===== src/rtl/mem_port_arbiter_pkg.sv =====
// Shared types and sizing helpers for the IF/DM memory port arbiter.
package rvcore_mem_pkg;

  typedef enum logic [1:0] {IDLE, REQ, WAIT} state_e;
  typedef enum logic {OWN_IF, OWN_DM} owner_e;

  function automatic int unsigned strb_w(input int unsigned data_w);
    return data_w / 8;
  endfunction

  function automatic int unsigned streak_w(input int unsigned max_streak);
    return (max_streak < 1) ? 1 : $clog2(max_streak + 1);
  endfunction

  // Timer only ever holds 0..TIMEOUT-1 before the forced completion.
  function automatic int unsigned timer_w(input int unsigned timeout);
    return (timeout < 2) ? 1 : $clog2(timeout);
  endfunction

endpackage


===== src/rtl/mem_port_arbiter_prio.sv =====
// Winner select for the shared bus: DM first, IF forced after a streak of DM wins.
module mem_arb_prio
  import rvcore_mem_pkg::*;
#(
  parameter int unsigned MAX_DM_STREAK = 4
) (
  input  logic clk,
  input  logic rst,
  input  logic if_req_i,
  input  logic dm_req_i,
  input  logic issue_i,
  output logic grant_if_o,
  output logic grant_dm_o
);

  localparam int unsigned SW = streak_w(MAX_DM_STREAK);
  localparam logic [SW-1:0] STREAK_MAX = SW'(MAX_DM_STREAK);

  logic [SW-1:0] streak_q, streak_d;
  logic          if_turn;

  always_comb begin
    if_turn    = if_req_i && (!dm_req_i || (streak_q == STREAK_MAX));
    grant_if_o = issue_i && if_turn;
    grant_dm_o = issue_i && dm_req_i && !if_turn;
    streak_d   = streak_q;
    if (grant_if_o) begin
      streak_d = '0;
    end else if (grant_dm_o && if_req_i && (streak_q != STREAK_MAX)) begin
      streak_d = streak_q + SW'(1);
    end
  end

  always_ff @(posedge clk) begin
    if (rst) begin
      streak_q <= '0;
    end else begin
      streak_q <= streak_d;
    end
  end

endmodule


===== src/rtl/mem_port_arbiter.sv =====
// Single-outstanding bus shared by instruction fetch and load/store, with flush drop and timeout.
module mem_port_arbiter
  import rvcore_mem_pkg::*;
#(
  parameter int unsigned ADDR_W        = 32,
  parameter int unsigned DATA_W        = 32,
  parameter int unsigned MAX_DM_STREAK = 4,
  parameter int unsigned TIMEOUT       = 255
) (
  input  logic                clk,
  input  logic                rst,
  input  logic                i_if_req,
  input  logic [ADDR_W-1:0]   i_if_addr,
  input  logic                i_flush,
  output logic                o_if_rvalid,
  output logic [DATA_W-1:0]   o_if_rdata,
  input  logic                i_dm_req,
  input  logic                i_dm_we,
  input  logic [ADDR_W-1:0]   i_dm_addr,
  input  logic [DATA_W-1:0]   i_dm_wdata,
  input  logic [DATA_W/8-1:0] i_dm_strb,
  output logic                o_dm_rvalid,
  output logic [DATA_W-1:0]   o_dm_rdata,
  output logic                o_bus_req,
  output logic                o_bus_we,
  output logic [ADDR_W-1:0]   o_bus_addr,
  output logic [DATA_W-1:0]   o_bus_wdata,
  output logic [DATA_W/8-1:0] o_bus_strb,
  input  logic                i_bus_gnt,
  input  logic                i_bus_rvalid,
  input  logic [DATA_W-1:0]   i_bus_rdata,
  output logic                o_bus_err,
  output logic                o_idle
);

  localparam int unsigned SW = strb_w(DATA_W);
  localparam int unsigned TW = timer_w(TIMEOUT);
  localparam logic [TW-1:0] TIMER_LAST = (TIMEOUT == 0) ? '0 : TW'(TIMEOUT - 1);

  state_e          state_q, state_d;
  owner_e          owner_q, owner_d;
  logic            drop_q, drop_d;
  logic [TW-1:0]   timer_q, timer_d;
  logic            we_q, we_d;
  logic [ADDR_W-1:0] addr_q, addr_d;
  logic [DATA_W-1:0] wdata_q, wdata_d;
  logic [SW-1:0]   strb_q, strb_d;

  logic            if_req_live, issue, grant_if, grant_dm;
  logic            timeout_hit, complete;
  logic [DATA_W-1:0] resp_data;

  // A flush in IDLE kills the same-cycle fetch before it can win arbitration.
  assign if_req_live = i_if_req && !i_flush;
  assign issue       = (state_q == IDLE);

  mem_arb_prio #(
    .MAX_DM_STREAK(MAX_DM_STREAK)
  ) u_prio (
    .clk       (clk),
    .rst       (rst),
    .if_req_i  (if_req_live),
    .dm_req_i  (i_dm_req),
    .issue_i   (issue),
    .grant_if_o(grant_if),
    .grant_dm_o(grant_dm)
  );

  always_comb begin
    timeout_hit = (TIMEOUT != 0) && (state_q == WAIT) && !i_bus_rvalid
                  && (timer_q == TIMER_LAST);
    complete    = (state_q == WAIT) && (i_bus_rvalid || timeout_hit);
    state_d = state_q;
    owner_d = owner_q;
    drop_d  = drop_q;
    timer_d = timer_q;
    we_d    = we_q;
    addr_d  = addr_q;
    wdata_d = wdata_q;
    strb_d  = strb_q;
    case (state_q)
      IDLE: begin
        if (grant_dm) begin
          state_d = REQ;
          owner_d = OWN_DM;
          drop_d  = 1'b0;
          we_d    = i_dm_we;
          addr_d  = i_dm_addr;
          wdata_d = i_dm_wdata;
          strb_d  = i_dm_strb;
        end else if (grant_if) begin
          state_d = REQ;
          owner_d = OWN_IF;
          drop_d  = 1'b0;
          we_d    = 1'b0;
          addr_d  = i_if_addr;
          wdata_d = '0;
          strb_d  = '0;
        end
      end
      REQ: begin
        if (i_bus_gnt) begin
          state_d = WAIT;
          timer_d = '0;
        end
      end
      WAIT: begin
        if (complete) begin
          state_d = IDLE;
        end else begin
          timer_d = timer_q + TW'(1);
        end
      end
      default: state_d = IDLE;
    endcase
    if ((state_q != IDLE) && (owner_q == OWN_IF) && i_flush) begin
      drop_d = 1'b1;
    end
  end

  always_ff @(posedge clk) begin
    if (rst) begin
      state_q <= IDLE;
      owner_q <= OWN_IF;
      drop_q  <= 1'b0;
      timer_q <= '0;
      we_q    <= 1'b0;
      addr_q  <= '0;
      wdata_q <= '0;
      strb_q  <= '0;
    end else begin
      state_q <= state_d;
      owner_q <= owner_d;
      drop_q  <= drop_d;
      timer_q <= timer_d;
      we_q    <= we_d;
      addr_q  <= addr_d;
      wdata_q <= wdata_d;
      strb_q  <= strb_d;
    end
  end

  always_comb begin
    resp_data   = timeout_hit ? '0 : i_bus_rdata;
    o_dm_rvalid = complete && (owner_q == OWN_DM);
    o_if_rvalid = complete && (owner_q == OWN_IF) && !drop_q && !i_flush;
    o_dm_rdata  = o_dm_rvalid ? resp_data : '0;
    o_if_rdata  = o_if_rvalid ? resp_data : '0;
  end

  assign o_bus_req   = (state_q == REQ);
  assign o_bus_we    = we_q;
  assign o_bus_addr  = addr_q;
  assign o_bus_wdata = wdata_q;
  assign o_bus_strb  = strb_q;
  assign o_bus_err   = timeout_hit;
  assign o_idle      = (state_q == IDLE);

endmodule

===== config.mk =====
export PLATFORM = sky130hd
export DESIGN_NAME = mem_port_arbiter
export DESIGN_NICKNAME = d
export VERILOG_FILES = /design/src/rtl/mem_port_arbiter_pkg.sv /design/src/rtl/mem_port_arbiter_prio.sv /design/src/rtl/mem_port_arbiter.sv
export SDC_FILE = /design/constraint.sdc
export NUM_CORES = 1
export LEC_CHECK = 0
export CAP_MARGIN = 20
export CORE_ASPECT_RATIO = 0.8
export CORE_MARGIN = 2
export CORE_UTILIZATION = 25
export CTS_CLUSTER_DIAMETER = 30
export CTS_CLUSTER_SIZE = 10
export DETAILED_ROUTE_END_ITERATION = 7
export GPL_TIMING_DRIVEN = 1
export PLACE_DENSITY_LB_ADDON = 0.2
export SLEW_MARGIN = 20
export SYNTH_ARGS = -nofsm -noshare
export SYNTH_HDL_FRONTEND = slang
export SYNTH_HIERARCHICAL = 1
export SYNTH_SLANG_ARGS = --single-unit

===== constraint.sdc =====
create_clock -name clk -period 2.09 [get_ports clk]
set_input_delay 0.209 -clock clk [delete_from_list [all_inputs] [get_ports clk]]
set_output_delay 0.209 -clock clk [all_outputs]
set_load 0.005 [all_outputs]

==> impl_metrics.json <==
{
  "outcome": "finished, final reports clean",
  "nNetsFinal": 870,
  "grtUsageTotal": 0.1531,
  "die-height_um": 116.5,
  "final_cell_mix": "209 x clkdlybuf4s50_1, 81 x dfxtp_1, 74 x nor2_1",
  "hold_slack_ps": 244.0,
  "yosys_register_bits": 84,
  "synth-edff-count": 0,
  "tightest_slew_ps": 463.8,
  "final_common_cell": "clkdlybuf4s50_1",
  "fp-row-count": 41,
  "slowest_delay_ps": 330,
  "fin_worst_skew_ps": 12.31,
  "crit_chain": "nand2b_4 -> nor4_4 -> buf_4 -> buf_4 -> clkbuf_16 -> and3_1 -> dlygate4sd2_1",
  "crit_family": "buffers and inverters",
  "finalPower_mw": 4.811,
  "end_kind": "output pin",
  "maxSlewHeadroom": 0.6908,
  "cts_max_path_buffers": 2,
  "grt_overflow": 0,
  "die_w_um": 144.6,
  "critPathMaxFanout": 16,
  "initial_core_util": 0.2534,
  "top_layer": "met4",
  "synthSimpleGateAreaFrac": 0.2507,
  "p_seq_frac": 0.386,
  "wl_per_cell_um": 14.99,
  "pwr_density_cell_mw_per_mm2": 645.6,
  "grt_pass1_wl_um": 20710,
  "post-route-period-util": 0.9458,
  "final_util": 0.4779,
  "yosys_warnings": 6,
  "cp.arrival_ps": 1770,
  "die-area_sq_mm": 0.01684,
  "synth_nets": 592,
  "met2_length_um": 7105,
  "clk_latency_ps": 330,
  "diodes": 0,
  "synthXorXnorAreaFrac": 0,
  "path_clk_slew_ps": 60,
  "start_kind": "flop",
  "layout_min_cycle_time_ps": 1977,
  "holdCritPathClass": "in2reg",
  "clkPwrFrac": 0.335,
  "drc_errors": 0,
  "rsz0062_at_grt": "no",
  "dp_hpwl_um": 10280,
  "setup_viol_count_final": 0,
  "drt-total-wl_um": 14180,
  "async_flop_share": 0,
  "clock.fmax_ghz": 0.5059,
  "cts-root-buf": "clkbuf_16",
  "viasPerCell": 4.585,
  "avgSynthCellArea_sq_um": 8.823,
  "path_common_cell": "buf_4",
  "place_congestion": 0.7877,
  "place_ws_ps": -40.04,
  "antenna_left": 0,
  "p_switching_mw": 1.305,
  "yosysSeqAreaShare": 0.4255,
  "vias": 4337,
  "synth.mux.area_fraction": 0.08389,
  "synth_compound_area_frac": 0.1798,
  "p_int_mw": 3.506,
  "synth_top_family_by_area": "simple AND/OR/NAND/NOR gates",
  "drt_iter0_drc": 200,
  "path_buf_inv": 4,
  "final_cell_area_sq_mm": 0.007452,
  "netlist_instances": 448,
  "cts_tree": "done",
  "worstPathRequired_ps": 1880,
  "critical_path.slowest_cell": "dfxtp_2",
  "area_growth_pct": 88.54,
  "ir_drop_v": 0.0004172,
  "drive_gt1_frac": 0.09576,
  "dpl_cell_area_sq_mm": 0.007041,
  "maxCapViolations": 0,
  "htree_levels": 3,
  "grt_max_degree": 51,
  "power.leakage_nw": 3.281,
  "synth.distinct_cells": 46,
  "ys.flop_type": "dfxtp_1",
  "drv_slew": 0,
  "io_pins": 278,
  "setup_slack_ps": 113.3,
  "wl_met3_um": 957,
  "critPathKind": "reg2out",
  "dr.pass1.iters": 6,
  "drt-met1-wl_um": 5937,
  "grt_pass1_vias": 4157,
  "swShare": 0.2713,
  "pwr-share-comb": 0.279,
  "cts_buffers": 9,
  "timing_hold_violations_final": 0,
  "core_sq_mm": 0.01560,
  "hold_buffers": 0,
  "clock_sinks": 84,
  "io_buffers": 277,
  "syn_area_sq_mm": 0.003953,
  "synth_adder_area_share": 0.01266,
  "antenna_found_initial": 0
}
==> cell usage after synthesis, types with 2 or more instances <==
| cell | n | area [sq um] |
|---|---|---|
| dfxtp_1 | 84 | 1682 |
| nor2_1 | 74 | 277.8 |
| a22oi_1 | 37 | 277.8 |
| and2_1 | 34 | 212.7 |
| and3_1 | 33 | 206.5 |
| a211oi_1 | 32 | 240.2 |
| mux2i_1 | 32 | 320.3 |
| clkbuf_1 | 21 | 78.83 |
| nand3_1 | 14 | 70.07 |
| buf_2 | 13 | 65.06 |
| a21oi_1 | 11 | 55.05 |
| nand2_1 | 7 | 26.28 |
| nor2b_1 | 5 | 31.28 |
| ha_1 | 4 | 50.05 |
| buf_4 | 3 | 22.52 |
| inv_1 | 3 | 11.26 |
| a31oi_1 | 2 | 12.51 |
| clkbuf_2 | 2 | 10.01 |
| nand2b_1 | 2 | 12.51 |
| nand3b_1 | 2 | 15.01 |
| nor3_1 | 2 | 10.01 |
| nor4_1 | 2 | 12.51 |
| o21a_1 | 2 | 15.01 |
| o21ai_0 | 2 | 10.01 |
| o21ai_1 | 2 | 10.01 |
| o21ba_2 | 2 | 20.02 |
| or3_1 | 2 | 12.51 |
==> flip-flops by register name, indices dropped and copies added, names as in the netlist <==
register	count
o_bus_we	1
state_q	2
timer_q	8
u_prio/streak_q	3
o_bus_wdata	32
o_bus_addr	32
drop_q	1
owner_q	1
o_bus_strb	4
==> timing repair <==
action                     4_1_cts  5_1_grt
pin swaps                        1        1
resized for setup               70        9
buffers inserted                 0        8
cloned                           0        4
setup endpoints to repair       67       21
==> power groups by stage <==
stage	Sequential, mW	Clock (mW)	Combinational, mW
2_1_floorplan	1.90	0	0.510
3_3_place_gp	1.88	0	1.27
3_5_place_dp	1.89	0	1.29
4_1_cts	1.86	1.70	1.29
5_1_grt	1.88	1.75	1.45
6_report	1.86	1.61	1.34
==> path summary, 6_finish.rpt <==
path                                         start         endpoint  slack [ps]  cells past startpoint
worst max register to register  u_prio/streak_q[0]  o_bus_wdata[28]         200                      9
worst min-delay path                           rst           drop_q         240                      2
worst max-delay path                    state_q[0]    o_if_rdata[3]         110                      7
worst min register to register      o_bus_addr[12]   o_bus_addr[12]         500                      2
==> cell type report <==
class,count,area (sq um)
multi-input cells,322,2133
repair buffers,306,3050
clock buffers,10,229.0
fillers,1537,8143
inverters,3,11.26
clock inverters,6,71.32
flip-flops and latches,84,1688
well taps,215,269.0
==> cells by family after synthesis <==
| kind of cell | count (synthesis) |
|---|---|
| simple gates | 187 |
| compound gates | 98 |
| flops | 84 |
| buf+inv | 42 |
| mux | 33 |
| fa+ha+maj | 4 |
==> metrics by stage <==
stage / TNS (ps) / cells
floorplan: 0 / 448
global route: 0 / 946
CTS: -189.2 / 934
global placement: -5.512 / 918
finish: 0 / 946
detailed placement: -435.4 / 918
==> worst register-to-register path: cells and delay by family (launching register included) <==
kind	cells	cell delay (ps)
AOI/OAI and AO/OA	2	300
adders and majority gates	1	240
buffers and inverters	3	420
DFF	1	360
and+or+nand+nor	3	500
==> layer usage <==
layer	vias up	global-route usage
met3	13	0.05330
met5	-	0
li1	2159	-
met2	138	0.2784
met4	0	0.03560
met1	2027	0.1735
(Power assumes the default switching activity.)
